==> config.mk <==
export PLATFORM = sky130hd
export DESIGN_NAME = fetch_unit
export DESIGN_NICKNAME = d
export VERILOG_FILES = /design/src/rtl/fetch_unit_pkg.sv /design/src/rtl/fetch_buf.sv /design/src/rtl/fetch_unit.sv
export SDC_FILE = /design/constraint.sdc
export NUM_CORES = 1
export LEC_CHECK = 0
export ABC_CLOCK_PERIOD_IN_PS = 2300
export CORE_MARGIN = 2
export CORE_UTILIZATION = 45
export CTS_BUF_LIST = sky130_fd_sc_hd__clkbuf_8
export CTS_CLUSTER_DIAMETER = 120
export DETAILED_ROUTE_END_ITERATION = 8
export HOLD_SLACK_MARGIN = 0.1
export PLACE_DENSITY = 0.77
export SYNTH_ARGS = -nofsm -noshare
export SYNTH_HDL_FRONTEND = slang
export SYNTH_SLANG_ARGS = --single-unit
export TNS_END_PERCENT = 1
==> constraint.sdc <==
create_clock -name clk -period 2.3 [get_ports clk]
set_input_delay 0.69 -clock clk [delete_from_list [all_inputs] [get_ports clk]]
set_output_delay 0.69 -clock clk [all_outputs]
set_load 0.005 [all_outputs]
==> src/rtl/fetch_unit_pkg.sv <==
// rtl/fetch_unit_pkg.sv - shared fetch-stage types and width defaults
//
// Purpose: fetch FSM state enum plus default address/instruction widths and
//          sequential PC step, shared by fetch, branch-enable and decode stages.
// Ports:   none (package).
package fetch_unit_pkg;

  localparam int DEF_ADDR_BITS  = 16;
  localparam int DEF_INSTR_BITS = 32;
  localparam int DEF_PC_STEP    = 4;

  // BOOT  : one idle cycle after reset release, no request.
  // FETCH : issue a request at pc whenever the buffer can accept a word.
  // WAIT  : request outstanding, held stable until acknowledged.
  // DRAIN : request outstanding but flushed by a branch; its data is dropped.
  typedef enum logic [1:0] {
    ST_BOOT  = 2'd0,
    ST_FETCH = 2'd1,
    ST_WAIT  = 2'd2,
    ST_DRAIN = 2'd3
  } fetch_state_e;

endpackage

==> src/rtl/fetch_buf.sv <==
// rtl/fetch_buf.sv - one-entry instruction holding register (load/consume/flush)
//
// Purpose: holds one fetched word and its address for decode.
// Ports:
//   clk, rst_n          clock, asynchronous active-low reset
//   i_load              capture i_load_data/i_load_pc, set valid
//   i_load_data/_pc     word and its address
//   i_consume           decode takes the entry (clears valid unless loading)
//   i_flush             branch flush, clears valid; beats load and consume
//   o_valid/o_data/o_pc buffered entry
module fetch_buf
  import fetch_unit_pkg::*;
#(
  parameter int ADDR_BITS  = DEF_ADDR_BITS,
  parameter int INSTR_BITS = DEF_INSTR_BITS
) (
  input  logic                  clk,
  input  logic                  rst_n,
  input  logic                  i_load,
  input  logic [INSTR_BITS-1:0] i_load_data,
  input  logic [ADDR_BITS-1:0]  i_load_pc,
  input  logic                  i_consume,
  input  logic                  i_flush,
  output logic                  o_valid,
  output logic [INSTR_BITS-1:0] o_data,
  output logic [ADDR_BITS-1:0]  o_pc
);

  logic                  r_valid;
  logic [INSTR_BITS-1:0] r_data;
  logic [ADDR_BITS-1:0]  r_pc;

  always_ff @(posedge clk or negedge rst_n) begin
    if (!rst_n) begin
      r_valid <= 1'b0;
      r_data  <= '0;
      r_pc    <= '0;
    end else if (i_flush) begin
      r_valid <= 1'b0;
    end else if (i_load) begin
      // A load in the same cycle as a consume replaces the old entry.
      r_valid <= 1'b1;
      r_data  <= i_load_data;
      r_pc    <= i_load_pc;
    end else if (i_consume) begin
      r_valid <= 1'b0;
    end
  end

  assign o_valid = r_valid;
  assign o_data  = r_data;
  assign o_pc    = r_pc;

endmodule

==> src/rtl/fetch_unit.sv <==
// rtl/fetch_unit.sv - instruction fetch FSM with pc, branch redirect and 1-entry buffer
//
// Purpose: fetches sequential instruction words from instruction memory,
//          redirects on branches, and presents one buffered word to decode.
// Ports:
//   clk, rst_n              clock, asynchronous active-low reset
//   br_en, br_target        branch-taken pulse and redirect address
//   imem_req, imem_addr     memory request and address (held until ack)
//   imem_ack, imem_rdata    memory accept and same-cycle read data
//   instr_valid/instr/instr_pc  buffered word to decode
//   instr_ready             decode consumes the buffered word
module fetch_unit
  import fetch_unit_pkg::*;
#(
  parameter int                   ADDR_BITS    = DEF_ADDR_BITS,
  parameter int                   INSTR_BITS   = DEF_INSTR_BITS,
  parameter int                   PC_STEP      = DEF_PC_STEP,
  parameter logic [ADDR_BITS-1:0] RESET_VECTOR = '0
) (
  input  logic                  clk,
  input  logic                  rst_n,
  input  logic                  br_en,
  input  logic [ADDR_BITS-1:0]  br_target,
  output logic                  imem_req,
  output logic [ADDR_BITS-1:0]  imem_addr,
  input  logic                  imem_ack,
  input  logic [INSTR_BITS-1:0] imem_rdata,
  output logic                  instr_valid,
  output logic [INSTR_BITS-1:0] instr,
  output logic [ADDR_BITS-1:0]  instr_pc,
  input  logic                  instr_ready
);

  localparam logic [ADDR_BITS-1:0] STEP = ADDR_BITS'(PC_STEP);

  fetch_state_e          r_state;
  logic [ADDR_BITS-1:0]  r_pc;
  logic [ADDR_BITS-1:0]  r_req_addr;

  fetch_state_e          w_state_nxt;
  logic [ADDR_BITS-1:0]  w_pc_nxt;
  logic [ADDR_BITS-1:0]  w_req_addr_nxt;
  logic                  w_req;
  logic [ADDR_BITS-1:0]  w_addr;
  logic                  w_load;
  logic [ADDR_BITS-1:0]  w_load_pc;
  logic                  w_buf_valid;

  always_ff @(posedge clk or negedge rst_n) begin
    if (!rst_n) begin
      r_state    <= ST_BOOT;
      r_pc       <= RESET_VECTOR;
      r_req_addr <= '0;
    end else begin
      r_state    <= w_state_nxt;
      r_pc       <= w_pc_nxt;
      r_req_addr <= w_req_addr_nxt;
    end
  end

  always_comb begin
    w_state_nxt    = r_state;
    w_pc_nxt       = r_pc;
    w_req_addr_nxt = r_req_addr;
    w_req          = 1'b0;
    w_addr         = r_pc;
    w_load         = 1'b0;
    w_load_pc      = r_pc;

    case (r_state)
      ST_BOOT: begin
        w_state_nxt = ST_FETCH;
      end

      ST_FETCH: begin
        // Only request when the buffer is free or being emptied this cycle,
        // so a returning word always has somewhere to go.
        w_req  = !w_buf_valid || instr_ready;
        w_addr = r_pc;
        if (w_req && !imem_ack) begin
          // Freeze the address so it stays stable until acknowledged.
          w_req_addr_nxt = r_pc;
          w_state_nxt    = br_en ? ST_DRAIN : ST_WAIT;
        end else if (w_req && !br_en) begin
          w_load   = 1'b1;
          w_load_pc = r_pc;
          w_pc_nxt = r_pc + STEP;
        end
      end

      ST_WAIT: begin
        w_req  = 1'b1;
        w_addr = r_req_addr;
        if (imem_ack) begin
          w_state_nxt = ST_FETCH;
          if (!br_en) begin
            w_load    = 1'b1;
            w_load_pc = r_req_addr;
            w_pc_nxt  = r_req_addr + STEP;
          end
        end else if (br_en) begin
          w_state_nxt = ST_DRAIN;
        end
      end

      ST_DRAIN: begin
        // Keep the stale request alive until memory answers; drop its data.
        w_req  = 1'b1;
        w_addr = r_req_addr;
        if (imem_ack) begin
          w_state_nxt = ST_FETCH;
        end
      end

      default: begin
        w_state_nxt = ST_BOOT;
      end
    endcase

    // Branch redirect overrides any sequential pc update; last target wins.
    if (br_en) begin
      w_pc_nxt = br_target;
    end
  end

  fetch_buf #(
    .ADDR_BITS (ADDR_BITS),
    .INSTR_BITS(INSTR_BITS)
  ) u_buf (
    .clk        (clk),
    .rst_n      (rst_n),
    .i_load     (w_load),
    .i_load_data(imem_rdata),
    .i_load_pc  (w_load_pc),
    .i_consume  (instr_ready),
    .i_flush    (br_en),
    .o_valid    (w_buf_valid),
    .o_data     (instr),
    .o_pc       (instr_pc)
  );

  assign imem_req    = w_req;
  assign imem_addr   = w_addr;
  assign instr_valid = w_buf_valid;

endmodule

==> results of run 1 <==
[registers in the layout, summed over array words and instances, names as in the netlist]
signal	count
u_buf.o_data	32
r_req_addr	16
u_buf.o_valid	1
r_pc	16
r_state	2
u_buf.o_pc	16
[power groups by stage]
stage	clock network, mW	registers [mW]	logic [mW]
finish	1.14	2.67	4.07
global route	1.23	2.76	4.41
CTS	1.16	2.67	4.13
detailed placement	0	2.68	3.98
global placement	0	2.63	3.90
floorplan	0	2.64	1.87
[synth_stat cells (2+ instances only)]
cell type | number | share of area, %
sky130_fd_sc_hd__buf_4 | 6 | 1.0
sky130_fd_sc_hd__a2bb2oi_1 | 2 | 0.41
sky130_fd_sc_hd__nand3b_1 | 3 | 0.52
sky130_fd_sc_hd__nand4_2 | 2 | 0.58
sky130_fd_sc_hd__nand2_2 | 2 | 0.29
sky130_fd_sc_hd__mux2i_1 | 32 | 7.4
sky130_fd_sc_hd__o21ai_0 | 19 | 2.2
sky130_fd_sc_hd__nor3_1 | 2 | 0.23
sky130_fd_sc_hd__a22oi_1 | 3 | 0.52
sky130_fd_sc_hd__buf_2 | 10 | 1.2
sky130_fd_sc_hd__nand4_1 | 4 | 0.58
sky130_fd_sc_hd__a31oi_1 | 2 | 0.29
sky130_fd_sc_hd__inv_1 | 7 | 0.61
sky130_fd_sc_hd__nor2_1 | 18 | 1.6
sky130_fd_sc_hd__a21oi_1 | 25 | 2.9
sky130_fd_sc_hd__nand3b_4 | 2 | 0.93
sky130_fd_sc_hd__nand2_1 | 24 | 2.1
sky130_fd_sc_hd__xor2_1 | 4 | 0.81
sky130_fd_sc_hd__nand3_1 | 16 | 1.9
sky130_fd_sc_hd__mux2_2 | 66 | 17
sky130_fd_sc_hd__dfrtp_1 | 83 | 48
sky130_fd_sc_hd__clkbuf_1 | 3 | 0.26
sky130_fd_sc_hd__a221oi_1 | 2 | 0.41
sky130_fd_sc_hd__ha_1 | 5 | 1.4
sky130_fd_sc_hd__and3_1 | 6 | 0.87
sky130_fd_sc_hd__xnor2_1 | 3 | 0.61
sky130_fd_sc_hd__a221o_1 | 3 | 0.70
[final cells by class]
cell class	instances	area, um2
inverters	8	30.0
multi-input cells	262	2160
clock buffers	9	124
clock inverters	7	83.8
repair buffers	158	1520
flip-flops and latches	83	2080
fillers	737	3130
well taps	129	161
[worst max-delay path by stage]
stage | from | end | slack (ns) | cells after the start
after floorplan | r_state[0] | imem_addr[10] | 0.01 | 7
after global placement | instr_ready | imem_req | -0.40 | 5
after detailed placement | instr_ready | imem_req | -0.42 | 5
after CTS | r_state[0] | imem_addr[4] | -0.34 | 8
after global routing | r_state[1] | imem_addr[4] | -0.29 | 6
final | r_state[1] | imem_addr[4] | -0.22 | 6
[cell usage in the layout (no fill, tap or decap), drive strengths merged]
cell type	netlist	routed
a21o	1	1
a21oi	26	26
a221o	3	3
a221oi	2	2
a22oi	4	4
a2bb2oi	2	2
a31oi	2	2
and3	6	6
buf	18	57
bufinv	0	1
clkbuf	3	10
clkdlybuf4s50	0	100
clkinv	1	3
dfrtp	83	83
ha	5	5
inv	7	11
mux2	66	66
mux2i	32	32
nand2	26	26
nand2b	1	1
nand3	17	17
nand3b	5	5
nand4	6	6
nand4b	2	2
nor2	19	19
nor3	2	2
o211a	1	1
o211ai	1	1
o21a	1	1
o21ai	21	21
o2bb2ai	1	1
o311ai	1	1
o31ai	1	1
or2	1	1
xnor2	3	3
xor2	4	4
[cell families after synthesis]
family / share of synthesized area (%)
mux: 24.6
simple gates: 10.9
flops: 48.1
buf+inv: 3.77
xor+xnor: 1.42
fa+ha+maj: 1.45
compound gates: 9.68
[metal layers]
metal  global-route usage [%]  vias up  share of wire (%)
met5                        0        -                  0
met3                     8.48       22                8.0
met4                     7.90        0                2.1
met2                     39.0      126                 49
met1                     27.4     1677                 41
li1                         -     1657                  -
[per-stage QoR]
step | cell area [um2] | util, %
global route | 6160 | 66.3
global placement | 5870 | 63.2
floorplan | 4330 | -
detailed placement | 5870 | 63.2
finish | 6160 | 66.3
CTS | 6150 | 66.2
[critical path, stage by stage, from the launching register on]
cell and delay [ns]:
sky130_fd_sc_hd__dfrtp_2 0.46, sky130_fd_sc_hd__ha_4 0.19, sky130_fd_sc_hd__nor2_4 0.13, sky130_fd_sc_hd__buf_8 0.16
sky130_fd_sc_hd__buf_6 0.11, sky130_fd_sc_hd__mux2_4 0.29, sky130_fd_sc_hd__buf_6 0.12
[what timing repair did]
| item | in CTS | in global routing |
|---|---|---|
| cloned | 1 | 0 |
| buffers inserted | 5 | 2 |
| pin swaps | 1 | 2 |
| endpoints found under the setup margin | 25 | 27 |
| resized for setup | 85 | 13 |
| hold buffers | 0 | 0 |
==> flow_summary.json, run 1 <==
{
  "synth.avg_cell_area_um2": 11.5,
  "crit-reg2reg-launch": "r_state[0]",
  "switchingPower_mw": 2.78,
  "crit-reg2reg-capture": "r_pc[15]",
  "violations": "setup timing",
  "finalCriticalPeriod_ns": 2.52,
  "power.share.sequential_pct": 33.9,
  "power.switching_fraction_pct": 35.3,
  "detailroute.via_count": 3482,
  "n_antenna_cell": 0,
  "number_of_buffers_added_by_the_clock_tree_synthesis_step": 9,
  "final_cells": 656,
  "worstPathRequired_ns": 1.61,
  "vias_per_cell": 5.31,
  "setup_viol_count_final": 17,
  "dieArea_um2": 10400,
  "clock_path_buffers": 2,
  "route.detailed.wl_per_inst_um": 17.2,
  "finalHoldWorstSlack_ns": 0.308,
  "cts_root_buffer": "sky130_fd_sc_hd__clkbuf_8",
  "grt_pass1_vias": 3710,
  "p_int_mw": 5.10,
  "clock_skew_ns": 0.0161,
  "cp_max_fo": 8,
  "rr_worst_depth": 9,
  "max-cap-violations": 0,
  "power.density_nw_per_um2": 1280,
  "timing_worst_slew_pin_value_ns": 0.562,
  "end_kind": "primary output",
  "ir_drop_uv": 786,
  "critPathLaunchType": "flip-flop",
  "syn_nets": 432,
  "synthToLayoutAreaGrowth_pct": 42.6,
  "hpwl_after_detailed_placement_mm": 7.99,
  "cts.htree.levels": 3,
  "drt.antenna.violating_nets": 0,
  "grt_overflow": 0,
  "grt_start_max_net_pins": 44,
  "final.period_utilization_pct": 110,
  "initial_core_util_pct": 46.5,
  "number_of_antenna_violations_at_the_first_check_in_global_routing": 0,
  "gpl.final_weighted_congestion": 0.909,
  "synth-warning-count": 0,
  "rrSetupSlack_ns": 0.13,
  "clk_latency_ns": 0.37,
  "report.final.hold_viol_count": 0,
  "grt_pass1_wl_mm": 18.3,
  "ys_seq_area_share_pct": 48.1,
  "num_rows": 35,
  "die_x_um": 102,
  "core_area_um2": 9280,
  "ys_seq_elements": 83,
  "layout-drive-gt1-share_pct": 30.7,
  "p_leak_nw": 2.77,
  "dr.pass1.iters": 4,
  "post_synth_edffs": 0,
  "worst_ep_arrival_time_ns": 1.83,
  "outcome": "complete, but fails checks",
  "worst_setup_hold_path_clk_slew_ns": 0.09,
  "final_nets": 580,
  "post_synth_instance_area_um2": 4320,
  "fraction_of_registers_with_async_set_or_reset_after_synthesis_pct": 100,
  "drc": 0,
  "worst_hold_path_type": "input port to async pin",
  "ys_types": 47,
  "drt_iter0_markers": 167,
  "postSynth.topFlopCell": "sky130_fd_sc_hd__dfrtp_1",
  "setup_tns_ns": -2.81,
  "fmaxAchievable_mhz": 396,
  "clock_power_share_pct": 14.4,
  "num_io_pins": 119,
  "synth_cells": 374,
  "slew_violations": 0,
  "layout_setup_ws_ns": -0.224,
  "timing_worst_setup_path_type": "flip-flop to primary output",
  "tritoncts": "done",
  "placedCellCount": 634,
  "tritoncts_num_sinks": 83,
  "rsz0062_at_grt": "true",
  "power.share.combinational_pct": 51.7,
  "pre_cts_slack_ns": -0.419,
  "die_height_um": 102,
  "slew_headroom_pct": 62.5,
  "finalWirelength_mm": 11.3,
  "fin_total_pwr_mw": 7.88,
  "port-buffer-count": 118,
  "grtUsageTotal_pct": 23.1
}
No activity file was read; power rests on OpenSTA's default activity.
==> inputs of run 2 (changes only) <==
Settings changed: CORE_ASPECT_RATIO set to 0.7, SETUP_SLACK_MARGIN set to 0.1.
==> run 2 against run 1 <==
The flow still finishes with violations (setup timing). Largest cell class unchanged. Register-to-register slack worse by 0.20 ns. Non-clock buffer count grew 11. Critical path type unchanged. Hold slack lost 0.039 ns. Count of clock-buffer cells in the layout unchanged. Maximum frequency fell by 1.7%. Sequential share of layout area fell by 1.1 points. Cell count grew 0.91%. Setup slack lost 0.043 ns. Critical endpoint is now imem_addr[8]. Die area rose by 0.12%. Clock skew barely moved. Sequential cell count stayed put.
==> flow_summary.json, run 2 (synthesized netlist as in run 1, its figures left out) <==
{
  "outcome": "complete, but fails checks",
  "violations": "setup timing",
  "grt_pass1_wl_mm": 19.3,
  "cts.htree.levels": 3,
  "grt_pass1_vias": 3762,
  "grtUsageTotal_pct": 23.7,
  "pre_cts_slack_ns": -0.500,
  "report.final.hold_viol_count": 0,
  "route.detailed.wl_per_inst_um": 17.7,
  "die_x_um": 121,
  "slew_headroom_pct": 69.8,
  "hpwl_after_detailed_placement_mm": 8.25,
  "port-buffer-count": 118,
  "layout_setup_ws_ns": -0.267,
  "num_io_pins": 119,
  "slew_violations": 0,
  "core_area_um2": 9180,
  "clock_path_buffers": 2,
  "final.period_utilization_pct": 112,
  "layout_common_cells": "sky130_fd_sc_hd__clkdlybuf4s50_1, sky130_fd_sc_hd__dfrtp_1, sky130_fd_sc_hd__mux2_2",
  "grt_start_max_net_pins": 50,
  "end_kind": "primary output",
  "ir_drop_uv": 768,
  "tritoncts_num_sinks": 83,
  "post_cts_hold_buffer_count": 0,
  "p_leak_nw": 2.89,
  "timing_worst_setup_path_type": "flip-flop to primary output",
  "cts_root_buffer": "sky130_fd_sc_hd__clkbuf_8",
  "fmaxAchievable_mhz": 390,
  "die_height_um": 85.9,
  "layout-drive-gt1-share_pct": 31.8,
  "worstPathRequired_ns": 1.61,
  "grt_overflow": 0,
  "num_rows": 29,
  "worst_setup_hold_path_clk_slew_ns": 0.09,
  "vias_per_cell": 5.34,
  "timing_worst_slew_pin_value_ns": 0.453,
  "number_of_buffers_added_by_the_clock_tree_synthesis_step": 9,
  "clk_latency_ns": 0.37,
  "setup_viol_count_final": 23,
  "detailroute.via_count": 3538,
  "clock_skew_ns": 0.0165,
  "power.density_nw_per_um2": 1310,
  "dr.pass1.iters": 5,
  "max-cap-violations": 0,
  "drc": 0,
  "synthToLayoutAreaGrowth_pct": 47.4,
  "n_antenna_cell": 0,
  "post_dp_cell_area_um2": 5990,
  "finalWirelength_mm": 11.7,
  "initial_core_util_pct": 47.0,
  "worst_hold_path_type": "input port to async pin",
  "rsz0062_at_grt": "true",
  "finalCriticalPeriod_ns": 2.57,
  "gpl.final_weighted_congestion": 0.908,
  "tritoncts": "done",
  "critPathLaunchType": "flip-flop",
  "number_of_antenna_violations_at_the_first_check_in_global_routing": 0,
  "flip_flop_count_of_the_largest_register_after_layout": 32,
  "rr_worst_depth": 11,
  "stdcell_area_um2": 6360,
  "cp_max_fo": 5,
  "drt.antenna.violating_nets": 0,
  "dieArea_um2": 10400,
  "worst_ep_arrival_time_ns": 1.88,
  "setup_tns_ns": -3.68,
  "mostFrequentLayoutCell": "sky130_fd_sc_hd__clkdlybuf4s50_1",
  "drt_iter0_markers": 161,
  "final_nets": 591
}
## run 2: path summary, 6_finish.rpt
kind	startpoint	end	slack (ns)
setup reg to reg	r_state[0]	r_pc[14]	-0.07
min in group clk	u_buf.o_data[18]	u_buf.o_data[18]	0.51
setup / recovery	r_state[0]	imem_addr[8]	-0.27
hold reg to reg	u_buf.o_data[18]	u_buf.o_data[18]	0.51
hold / removal	rst_n	u_buf.o_data[1]	0.27
max in group asynchronous	rst_n	r_state[1]	1.41
## run 2: report_power, final
part           internal, mW  switching, mW  leakage (nW)
Clock                 0.619          0.574         0.106
Sequential             2.13          0.527         0.983
Combinational          2.76           1.72          1.81
## run 2: through the flow
step                hold WS, ns  util (%)  std cells  total power, mW
floorplan                 0.394         -        374             4.61
global placement          0.488      65.3        638             6.70
detailed placement        0.495      65.3        638             6.83
CTS                       0.276      69.6        663             8.42
global route              0.295      69.3        662             8.84
finish                    0.269      69.3        662             8.33
## run 2: final cells by class
type | count | area [um2]
timing repair buffer | 169 | 1700
clock buffer | 9 | 124
tap | 124 | 155
multi-input combinational | 262 | 2180
sequential | 83 | 2080
fill | 680 | 2820
clock inverter | 7 | 101
inverter | 8 | 30.0
## run 2: worst max-delay path, cell delays in order, from the launching register on
cell and delay, ns:
sky130_fd_sc_hd__dfrtp_1 0.43, sky130_fd_sc_hd__inv_2 0.07, sky130_fd_sc_hd__ha_4 0.17, sky130_fd_sc_hd__nor2_4 0.17, sky130_fd_sc_hd__buf_12 0.15, sky130_fd_sc_hd__buf_6 0.09
sky130_fd_sc_hd__mux2_4 0.30, sky130_fd_sc_hd__buf_6 0.12
## run 2: what timing repair did
action / 4_1_cts / 5_1_grt
resized for setup: 99 / 3
cloned: 1 / 0
endpoints found under the setup margin: 25 / 66
setup buffers: 8 / 0
pin swaps: 1 / 2
## run 2: layer usage
metal  up-vias  part of all wire [%]  wire (um)  GRT usage (%)
li1       1675                     -          -              -
met1      1729                    46       5370           31.7
met2       121                    46       5360           37.1
met3        13                   7.4        865           8.78
met4         0                   1.1        133           5.18
met5         -                     0          0              0
==> inputs of run 3 (changes only) <==
Settings changed: ABC_CLOCK_PERIOD_IN_PS 2300 to unset, SYNTH_HIERARCHICAL set to 1.
==> run 3 against run 2 <==
Clock power shrank 6%. The run still ends with setup timing left. Maximum frequency shrank 0.80%. Count of clock-buffer cells in the layout is the same. Hold slack lost 0.011 ns.
==> flow_summary.json, run 3 <==
{
  "finalHoldWorstSlack_ns": 0.258,
  "die_x_um": 121,
  "grt_pass1_wl_mm": 17.9,
  "crit-reg2reg-launch": "r_state[0]",
  "ys_top_cells_by_area": "sky130_fd_sc_hd__dfrtp_1, sky130_fd_sc_hd__mux2_2, sky130_fd_sc_hd__mux2_4, sky130_fd_sc_hd__mux2i_1, sky130_fd_sc_hd__a21oi_1",
  "rr_worst_depth": 10,
  "post_cts_hold_buffer_count": 0,
  "final.period_utilization_pct": 113,
  "synthToLayoutAreaGrowth_pct": 45.9,
  "die_height_um": 86.0,
  "tritoncts": "done",
  "fmaxAchievable_mhz": 386,
  "finalWirelength_mm": 11.4,
  "layout-drive-gt1-share_pct": 37.9,
  "final_cells": 620,
  "final_nets": 549,
  "grt_pass1_vias": 3445,
  "timing_worst_slew_pin_value_ns": 0.599,
  "synth_area_leader_cell": "sky130_fd_sc_hd__dfrtp_1",
  "yosys-top-cells-count": "sky130_fd_sc_hd__dfrtp_1, sky130_fd_sc_hd__mux2_2, sky130_fd_sc_hd__mux2_4, sky130_fd_sc_hd__a21oi_1, sky130_fd_sc_hd__o21ai_0",
  "port-buffer-count": 118,
  "cts_root_buffer": "sky130_fd_sc_hd__clkbuf_8",
  "placedCellCount": 598,
  "postSynth.topFlopCell": "sky130_fd_sc_hd__dfrtp_1",
  "fillers": 657,
  "worst_ep_arrival_time_ns": 1.90,
  "timing_worst_setup_path_type": "flip-flop to primary output",
  "n_antenna_cell": 0,
  "grt.met3_usage_pct": 5.85,
  "p_leak_nw": 2.72,
  "max-cap-violations": 0,
  "synth.avg_cell_area_um2": 12.7,
  "setup_viol_count_final": 20,
  "violations": "setup timing",
  "synth_top_cell_area_share_pct": 48.1,
  "slew_violations": 0,
  "critPathLaunchType": "flip-flop",
  "drt_iter0_markers": 185,
  "multi_input_area_um2": 2260,
  "finalCriticalPeriod_ns": 2.59,
  "post-synth-top-count-cell": "sky130_fd_sc_hd__dfrtp_1",
  "core_area_um2": 9180,
  "drc": 0,
  "synth-warning-count": 6,
  "layout_setup_ws_ns": -0.288,
  "vias_per_cell": 5.39,
  "clk_latency_ns": 0.38,
  "clock_path_buffers": 2,
  "num_rows": 29,
  "ys_types": 42,
  "globalRouteMet1Util_pct": 30.7,
  "outcome": "complete, but fails checks",
  "ys_seq_area_share_pct": 48.1,
  "synth_cells": 339,
  "slew_headroom_pct": 58.9,
  "setup_tns_ns": -4.51,
  "flip_flop_count_of_the_largest_register_after_layout": 32,
  "dieArea_um2": 10400,
  "grt_overflow": 0,
  "ir_drop_uv": 778,
  "syn_nets": 397,
  "hpwl_after_detailed_placement_mm": 7.83,
  "report.final.hold_viol_count": 0,
  "cp_max_fo": 5,
  "fraction_of_registers_with_async_set_or_reset_after_synthesis_pct": 100,
  "end_kind": "primary output",
  "rsz0062_at_grt": "true",
  "detailroute.via_count": 3343,
  "number_of_antenna_violations_at_the_first_check_in_global_routing": 0,
  "cts.htree.levels": 3,
  "route.detailed.wl_per_inst_um": 18.3,
  "ys_seq_elements": 83,
  "layout_common_cells": "sky130_fd_sc_hd__clkdlybuf4s50_1, sky130_fd_sc_hd__dfrtp_1, sky130_fd_sc_hd__mux2_2",
  "clock_skew_ns": 0.0113,
  "worstPathRequired_ns": 1.61,
  "drt.antenna.violating_nets": 0,
  "power.density_nw_per_um2": 1310,
  "mostFrequentLayoutCell": "sky130_fd_sc_hd__clkdlybuf4s50_1",
  "grt_start_max_net_pins": 51,
  "worst_hold_path_type": "input port to async pin",
  "grtUsageTotal_pct": 22.6,
  "post_synth_edffs": 0,
  "gr-max-usage-layer": "met2",
  "initial_core_util_pct": 47.0,
  "crit-reg2reg-capture": "r_pc[6]",
  "gpl.final_weighted_congestion": 0.887,
  "num_io_pins": 119,
  "number_of_buffers_added_by_the_clock_tree_synthesis_step": 9,
  "tritoncts_num_sinks": 83,
  "rrSetupSlack_ns": -0.12,
  "fin_total_pwr_mw": 8.24,
  "met2_usage_grt_pct": 35.2,
  "register_cell_area_after_layout_um2": 2080,
  "dr.pass1.iters": 4,
  "post_synth_instance_area_um2": 4320,
  "worst_setup_hold_path_clk_slew_ns": 0.10
}
[run 3: changes by cell type after synthesis, moves of 4 or more]
cell                      previous run  this run
sky130_fd_sc_hd__xnor2_1             3         7
sky130_fd_sc_hd__a21oi_1            25        18
sky130_fd_sc_hd__nor2_1             18         9
sky130_fd_sc_hd__nand2_1            24        15
sky130_fd_sc_hd__and3_1              6         1
sky130_fd_sc_hd__mux2_4              0        20
sky130_fd_sc_hd__mux2i_1            32        16
sky130_fd_sc_hd__mux2_2             66        78
sky130_fd_sc_hd__nand3_1            16         9
sky130_fd_sc_hd__buf_4               6         2
[run 3: cell type report]
class / instances / area share [%]
multi-input cells: 232 / 35.8
flip-flops and latches: 83 / 32.9
repair buffers: 158 / 25.0
well taps: 124 / 2.46
clock buffers: 9 / 1.97
clock inverters: 7 / 1.31
inverters: 7 / 0.417
[run 3: repair_timing]
action	4_1_cts	5_1_grt
setup endpoints to repair	72	81
endpoints found under the hold margin	0	0
gates resized for setup	110	8
pin swaps	3	2
cloned	1	0
setup buffers	5	0
[run 3: cells by family (layout without fill, tap and decap cells)]
group                    after synthesis  after routing  synth area share [%]
AO/OA/AOI/OAI                         53             53                  7.36
XOR/XNOR                               9              9                  1.83
adder cells (fa/ha/maj)                5              5                  1.45
buffers and inverters                 24            181                  3.74
flip-flops                            83             83                  48.1
multiplexers                         114            114                  31.0
AND/OR/NAND/NOR                       51             51                  6.55
[run 3: power by group]
part / internal, mW / total (mW) / switching (mW)
clock: 0.521 / 1.12 / 0.601
sequential: 2.13 / 2.73 / 0.597
combinational: 2.87 / 4.40 / 1.52
total: 5.52 / 8.24 / 2.72
[run 3: routing by layer]
metal  share of wire (%)  wire, um
met4                 1.6       182
met1                  44      4970
met2                  47      5390
met5                   0         0
met3                 7.1       805
[run 3: through the flow]
step / utilization (%) / setup slack, ns / cell area, um2
after floorplan: - / -0.0465 / 4380
after global placement: 64.0 / -0.528 / 5870
after detailed placement: 64.0 / -0.510 / 5870
after CTS: 68.5 / -0.268 / 6290
after global routing: 68.7 / -0.349 / 6300
final: 68.7 / -0.288 / 6300
[run 3: worst max-delay path by stage]
stage                            from             to  cells after the start
after floorplan            r_state[0]  imem_addr[10]                      8
after global placement    instr_ready       imem_req                      5
after detailed placement  instr_ready       imem_req                      5
after CTS                  r_state[0]   imem_addr[8]                      7
after global routing       r_state[0]   imem_addr[8]                      7
final                      r_state[0]   imem_addr[8]                      7
[run 3: critical path, cell delays in order, from the launching register on]
cell and delay (ns):
sky130_fd_sc_hd__dfrtp_1 0.44, sky130_fd_sc_hd__inv_2 0.09, sky130_fd_sc_hd__ha_4 0.18, sky130_fd_sc_hd__nor2_4 0.13, sky130_fd_sc_hd__buf_6 0.15, sky130_fd_sc_hd__buf_16 0.12
sky130_fd_sc_hd__mux2_4 0.30, sky130_fd_sc_hd__buf_6 0.12
